File: src/rtl/gcd_pkg.sv
// gcd_pkg: ALU function codes, register-file indices and sequencer states
// shared by the GCD control sequencer and anything that decodes its control word.
package gcd_pkg;

  typedef enum logic [3:0] {
    FN_ADD   = 4'd0,
    FN_SUB   = 4'd1,
    FN_SLT   = 4'd2,
    FN_PASSA = 4'd3
  } func_e;

  localparam int REG_A = 1;
  localparam int REG_B = 2;

  typedef enum logic [3:0] {
    IDLE,
    LOAD_A,
    LOAD_B,
    ZA,
    ZB,
    CHK,
    CMP,
    SUB_A,
    SUB_B,
    DONE
  } state_e;

endpackage

File: src/rtl/gcd_ctrl_fsm.sv
// gcd_ctrl_fsm: Moore sequencer that drives the GCD datapath control word and
// runs subtractive Euclid on REG_A/REG_B using the ALU zero flag.
// Optional iteration cap: define GCD_TIMEOUT_EN to enable the 16-bit CMP-visit
// counter and the err flag; otherwise err is tied low and CHK only exits on zero.
module gcd_ctrl_fsm
  import gcd_pkg::*;
#(
  parameter int          DW       = 32,
  parameter int          AW       = 4,
  parameter int unsigned MAX_ITER = 65535
) (
  input  logic          clk_i,
  input  logic          rst_i,
  input  logic          start_i,
  input  logic [DW-1:0] a_in_i,
  input  logic [DW-1:0] b_in_i,
  input  logic          isZero_i,
  output logic [AW-1:0] raddr1_o,
  output logic [AW-1:0] raddr2_o,
  output logic          wen_o,
  output logic [AW-1:0] waddr_o,
  output logic          wdsrc_o,
  output logic [3:0]    func_o,
  output logic [DW-1:0] constant_o,
  output logic          busy_o,
  output logic          done_o,
  output logic [AW-1:0] res_addr_o,
  output logic          err_o
);

  localparam logic [AW-1:0] RA = AW'(REG_A);
  localparam logic [AW-1:0] RB = AW'(REG_B);

  state_e        state_q, state_d;
  logic [DW-1:0] opA_q, opA_d;
  logic [DW-1:0] opB_q, opB_d;
  logic [AW-1:0] resAddr_q, resAddr_d;
  logic          timeoutHit;

  // State, captured operands and result index; reset abandons any run in flight.
  always_ff @(posedge clk_i or posedge rst_i) begin
    if (rst_i) begin
      state_q   <= IDLE;
      opA_q     <= '0;
      opB_q     <= '0;
      resAddr_q <= RA;
    end else begin
      state_q   <= state_d;
      opA_q     <= opA_d;
      opB_q     <= opB_d;
      resAddr_q <= resAddr_d;
    end
  end

`ifdef GCD_TIMEOUT_EN
  localparam logic [15:0] MAX_ITER_W = 16'(MAX_ITER);

  logic [15:0] iterCnt_q, iterCnt_d;
  logic        err_q, err_d;

  assign timeoutHit = (iterCnt_q == MAX_ITER_W);

  // Counter restarts in IDLE and counts CMP visits; err latches when CHK gives up.
  always_comb begin
    iterCnt_d = iterCnt_q;
    err_d     = err_q;
    if (state_q == IDLE) begin
      iterCnt_d = '0;
      err_d     = 1'b0;
    end else begin
      if (state_q == CMP) begin
        iterCnt_d = iterCnt_q + 16'd1;
      end
      if ((state_q == CHK) && !isZero_i && timeoutHit) begin
        err_d = 1'b1;
      end
    end
  end

  // Iteration counter and timeout flag registers.
  always_ff @(posedge clk_i or posedge rst_i) begin
    if (rst_i) begin
      iterCnt_q <= '0;
      err_q     <= 1'b0;
    end else begin
      iterCnt_q <= iterCnt_d;
      err_q     <= err_d;
    end
  end

  assign err_o = (state_q == DONE) && err_q;
`else
  logic unusedMaxIter;

  assign unusedMaxIter = (MAX_ITER != 0);
  assign timeoutHit    = 1'b0;
  assign err_o         = 1'b0;
`endif

  // Next-state selection plus the Moore decode of the datapath control word.
  always_comb begin
    state_d    = state_q;
    opA_d      = opA_q;
    opB_d      = opB_q;
    resAddr_d  = resAddr_q;
    raddr1_o   = RA;
    raddr2_o   = RB;
    wen_o      = 1'b0;
    waddr_o    = '0;
    wdsrc_o    = 1'b0;
    func_o     = FN_ADD;
    constant_o = '0;
    busy_o     = 1'b1;
    done_o     = 1'b0;
    res_addr_o = RA;
    case (state_q)
      IDLE: begin
        busy_o = 1'b0;
        if (start_i) begin
          opA_d   = a_in_i;
          opB_d   = b_in_i;
          state_d = LOAD_A;
        end
      end
      LOAD_A: begin
        wen_o      = 1'b1;
        waddr_o    = RA;
        wdsrc_o    = 1'b1;
        constant_o = opA_q;
        state_d    = LOAD_B;
      end
      LOAD_B: begin
        wen_o      = 1'b1;
        waddr_o    = RB;
        wdsrc_o    = 1'b1;
        constant_o = opB_q;
        state_d    = ZA;
      end
      ZA: begin
        func_o = FN_PASSA;
        if (isZero_i) begin
          resAddr_d = RB;
          state_d   = DONE;
        end else begin
          state_d = ZB;
        end
      end
      ZB: begin
        func_o   = FN_PASSA;
        raddr1_o = RB;
        if (isZero_i) begin
          resAddr_d = RA;
          state_d   = DONE;
        end else begin
          state_d = CHK;
        end
      end
      CHK: begin
        func_o = FN_SUB;
        if (isZero_i || timeoutHit) begin
          resAddr_d = RA;
          state_d   = DONE;
        end else begin
          state_d = CMP;
        end
      end
      CMP: begin
        func_o  = FN_SLT;
        state_d = isZero_i ? SUB_A : SUB_B;
      end
      SUB_A: begin
        func_o  = FN_SUB;
        wen_o   = 1'b1;
        waddr_o = RA;
        state_d = CHK;
      end
      SUB_B: begin
        func_o   = FN_SUB;
        raddr1_o = RB;
        raddr2_o = RA;
        wen_o    = 1'b1;
        waddr_o  = RB;
        state_d  = CHK;
      end
      DONE: begin
        done_o     = 1'b1;
        raddr1_o   = resAddr_q;
        res_addr_o = resAddr_q;
        state_d    = IDLE;
      end
      default: begin
        state_d = IDLE;
      end
    endcase
  end

endmodule
File: config.mk
export PLATFORM = sky130hd
export DESIGN_NAME = gcd_ctrl_fsm
export DESIGN_NICKNAME = d
export VERILOG_FILES = /design/src/rtl/gcd_pkg.sv /design/src/rtl/gcd_ctrl_fsm.sv
export SDC_FILE = /design/constraint.sdc
export NUM_CORES = 1
export LEC_CHECK = 0
export CELL_PAD_IN_SITES_DETAIL_PLACEMENT = 0
export CELL_PAD_IN_SITES_GLOBAL_PLACEMENT = 2
export CORE_ASPECT_RATIO = 0.5
export CORE_UTILIZATION = 30
export CTS_CLUSTER_SIZE = 25
export DETAILED_ROUTE_END_ITERATION = 8
export HOLD_SLACK_MARGIN = 0.12
export PLACE_DENSITY_LB_ADDON = 0.1
export SYNTH_ARGS = -nofsm -noshare
export SYNTH_HDL_FRONTEND = slang
export SYNTH_SLANG_ARGS = --single-unit
File: constraint.sdc
create_clock -name clk_i -period 2.7 [get_ports clk_i]
set_input_delay 0.27 -clock clk_i [delete_from_list [all_inputs] [get_ports clk_i]]
set_output_delay 0.27 -clock clk_i [all_outputs]
set_load 0.05 [all_outputs]
==> results of run 1 <==
-- power groups by stage --
stage	Clock, mW	Combinational [mW]	Sequential [mW]
2_1_floorplan	0	3.24	1.82
3_3_place_gp	0	4.81	1.94
3_5_place_dp	0	4.86	1.97
4_1_cts	1.35	4.88	1.96
5_1_grt	1.39	5.07	2.03
6_report	1.31	4.82	1.96
-- worst min-delay path: cells and delay by family --
family,cells,cell delay [ns]
buffers and inverters,3,0.79
-- Yosys cell counts, types with 2 or more instances --
master,instances
dfrtp_1,69
mux2_4,60
a22o_1,32
buf_4,13
buf_6,12
nand2_1,9
a21oi_1,6
inv_1,6
mux2_2,5
o21ai_0,5
buf_2,4
nand3b_1,4
nor2_1,4
a211oi_1,3
and3_1,3
clkbuf_1,3
nor3b_1,3
nand2b_1,2
nor2b_1,2
-- layout make-up --
class | instances | share of cell area (%)
sequential | 70 | 31.8
multi-input combinational | 163 | 29.7
timing repair buffer | 121 | 28.2
clock buffer | 13 | 4.90
tap | 165 | 3.75
clock inverter | 3 | 1.18
inverter | 6 | 0.409
-- placed cells by master (no fill, tap or decap), types with 2 or more instances in the layout --
master,instances
o21ai_0,5
nand2_1,9
nor2b_1,2
a21oi_1,6
mux2_4,60
nor3b_1,3
dfrtp_1,68
bufinv_16,2
nor2_1,4
buf_12,36
nand3b_1,4
inv_1,5
clkdlybuf4s50_1,79
a22o_1,32
a211oi_1,3
clkbuf_16,9
conb_1,11
nand2b_1,2
and3_1,3
mux2_2,5
buf_4,6
clkbuf_8,3
-- through the flow --
| step | util (%) | worst slack, ns | area, sq um |
|---|---|---|---|
| 2_1_floorplan | - | 0.500 | 3680 |
| 3_3_place_gp | 43.8 | 0.472 | 5170 |
| 3_5_place_dp | 43.8 | 0.422 | 5170 |
| 4_1_cts | 46.7 | 0.0583 | 5510 |
| 5_1_grt | 46.7 | 0.0852 | 5510 |
| 6_report | 46.7 | 0.211 | 5510 |
-- cells by family (layout without fill, tap and decap cells) --
family / after synthesis / after routing / synth area share, %
flip-flops: 70 / 70 / 48.1
XOR/XNOR: 1 / 1 / 0.240
other: 1 / 11 / 0.103
multiplexers: 66 / 66 / 26.5
buffers and inverters: 39 / 143 / 8.00
AO/OA/AOI/OAI: 50 / 50 / 10.6
AND/OR/NAND/NOR: 35 / 35 / 6.35
-- per-layer routing --
layer	GRT usage (%)	vias up	part of all wire (%)
li1	-	1138	-
met2	22.2	66	47
met1	20.0	1240	48
met4	4.37	0	0.77
met3	4.89	5	4.6
met5	0	-	0
-- worst paths after layout --
path                                  from      endpoint  slack (ns)
worst min register to register    opB_q[1]      opB_q[1]        0.51
worst max-delay path            state_q[2]         wen_o        0.21
worst max register to register  state_q[0]     opA_q[22]        0.96
max in group asynchronous            rst_i  resAddr_q[0]        2.01
worst min-delay path                 rst_i     opB_q[18]        0.32
min in group clk_i                opB_q[1]      opB_q[1]        0.51
-- flip-flops by register name, summed over array words and instances, names as in the netlist --
register and count:
resAddr_q 2, state_q 4, opB_q 32, opA_q 32
-- timing repair --
action	in CTS	in global routing
setup buffers	0	0
gates resized for setup	0	1
hold buffers	0	0
endpoints found under the setup margin	0	1
==> metrics.txt, run 1 <==
Power Total=8.09 mW; Slew headroom=65.5%; EDFF count, synth=0; Num CTS Buffers=9; max-slew violations=0; crit path cell chain=nor2_4, nand3b_1, o311ai_1, clkdlybuf4s50_1; Avg Cell Area, Syn=13.9 sq um; DR WL/cell=16.0 um; Core Footprint=11800 sq um; worst slew pin tran=0.517 ns; Synth Warn #=0; clock skew=0.00452 ns; vias per cell=4.53; Clk Latency, worst-skew pair=0.33 ns; class of the worst hold path=in2async; Max stage delay cell, worst path=clkdlybuf4s50_1; Pint=4.92 mW; share of layout cells above drive strength 1=34.3%; Die Ht=79.9 um; Main synth FF type=dfrtp_1; Fin Hold WS=0.321 ns; Worst Reg-to-Reg Cells=4; CP Buf/Inv Count=1; Yosys cell types=36; root buffer cell=clkbuf_16; setup TNS=0 ns; critical path data arrival time=2.22 ns; outcome=finished, final reports clean; fin crit share=92.2%; power density cells=1470 nW/um^2; Num Clock Sinks=70; antenna cell count=0; Max Cap Viol=0; initial DRC count=45; CP Max Fanout=10; Pleak=2.52 nW; Max Clock Freq=402 MHz; Starting Density=30.9%; Switching Share=39.2%; CTS tree=built; Sw Pwr=3.17 mW; Crit path largest cell delay=0.85 ns; Yosys reg bits=70; initial antenna violation count=0; Core Rows=28; # setup viols final=0; placed wire-length estimate=5790 um; dpl cells=525; Port Buffers=113; clock buffer depth=2; Crit Path Category=reg2out; kind of end point of the critical path=output pin; largest net degree at the start of global routing=71; Finished Layout Cells=541; post-route DRC violation count=0; sequential share of the synthesized area=48.1%; 1st-pass router iterations=4; Total GRT Usage=14.8%; critical path's top delay family=buffers and inverters; Worst EP required=2.43 ns; Reg clk slew, reported paths=0.06 ns; Final Hold Vio Count=0; Clk pwr share=16.1%; Synth Instances=262; Synth-to-Final Area Change=51.3%; DRT Wirelength=8660 um; Peak VDD IR=0.000519 V; NumNets Final=439; vias in the first global route=2559; Area contributors post-synth=dfrtp_1 (47%), mux2_4 (25%), a22o_1 (7.7%), buf_6 (3.7%), buf_4 (2.7%); GP Congestion=0.716; Worst path depth=4; DRT antenna net count=0; Comb pwr share=59.6%; Mapped Area=3640 sq um; CP Launch Type=flip-flop; multi-input logic area=1640 sq um; maximum level of the CTS H-tree=3; FILL cells=1060; first-pass GRT wire length=13800 um; final worst path period need=2.49 ns; DR vias=2449; Synth area leader=dfrtp_1; Flop pwr share=24.3%; num ports=125; top cell type's share of synthesized area=47.4%; register area=1750 sq um; total congestion overflow=0; Die X=158 um; fraction of registers with async set/reset=100%; die area=12600 sq um; setup repair after global routing missed its margin=false
(Power assumes the default switching activity.)
==> run 2: changes to the inputs <==
--- a/config.mk
+++ b/config.mk
@@ -5,6 +5,7 @@
 export SDC_FILE = /design/constraint.sdc
 export NUM_CORES = 1
 export LEC_CHECK = 0
+export CAP_MARGIN = 20
 export CELL_PAD_IN_SITES_DETAIL_PLACEMENT = 0
 export CELL_PAD_IN_SITES_GLOBAL_PLACEMENT = 2
 export CORE_ASPECT_RATIO = 0.5
==> results of run 2 <==
Same layout as run 1: the final DEF is identical, and so are final timing and power.
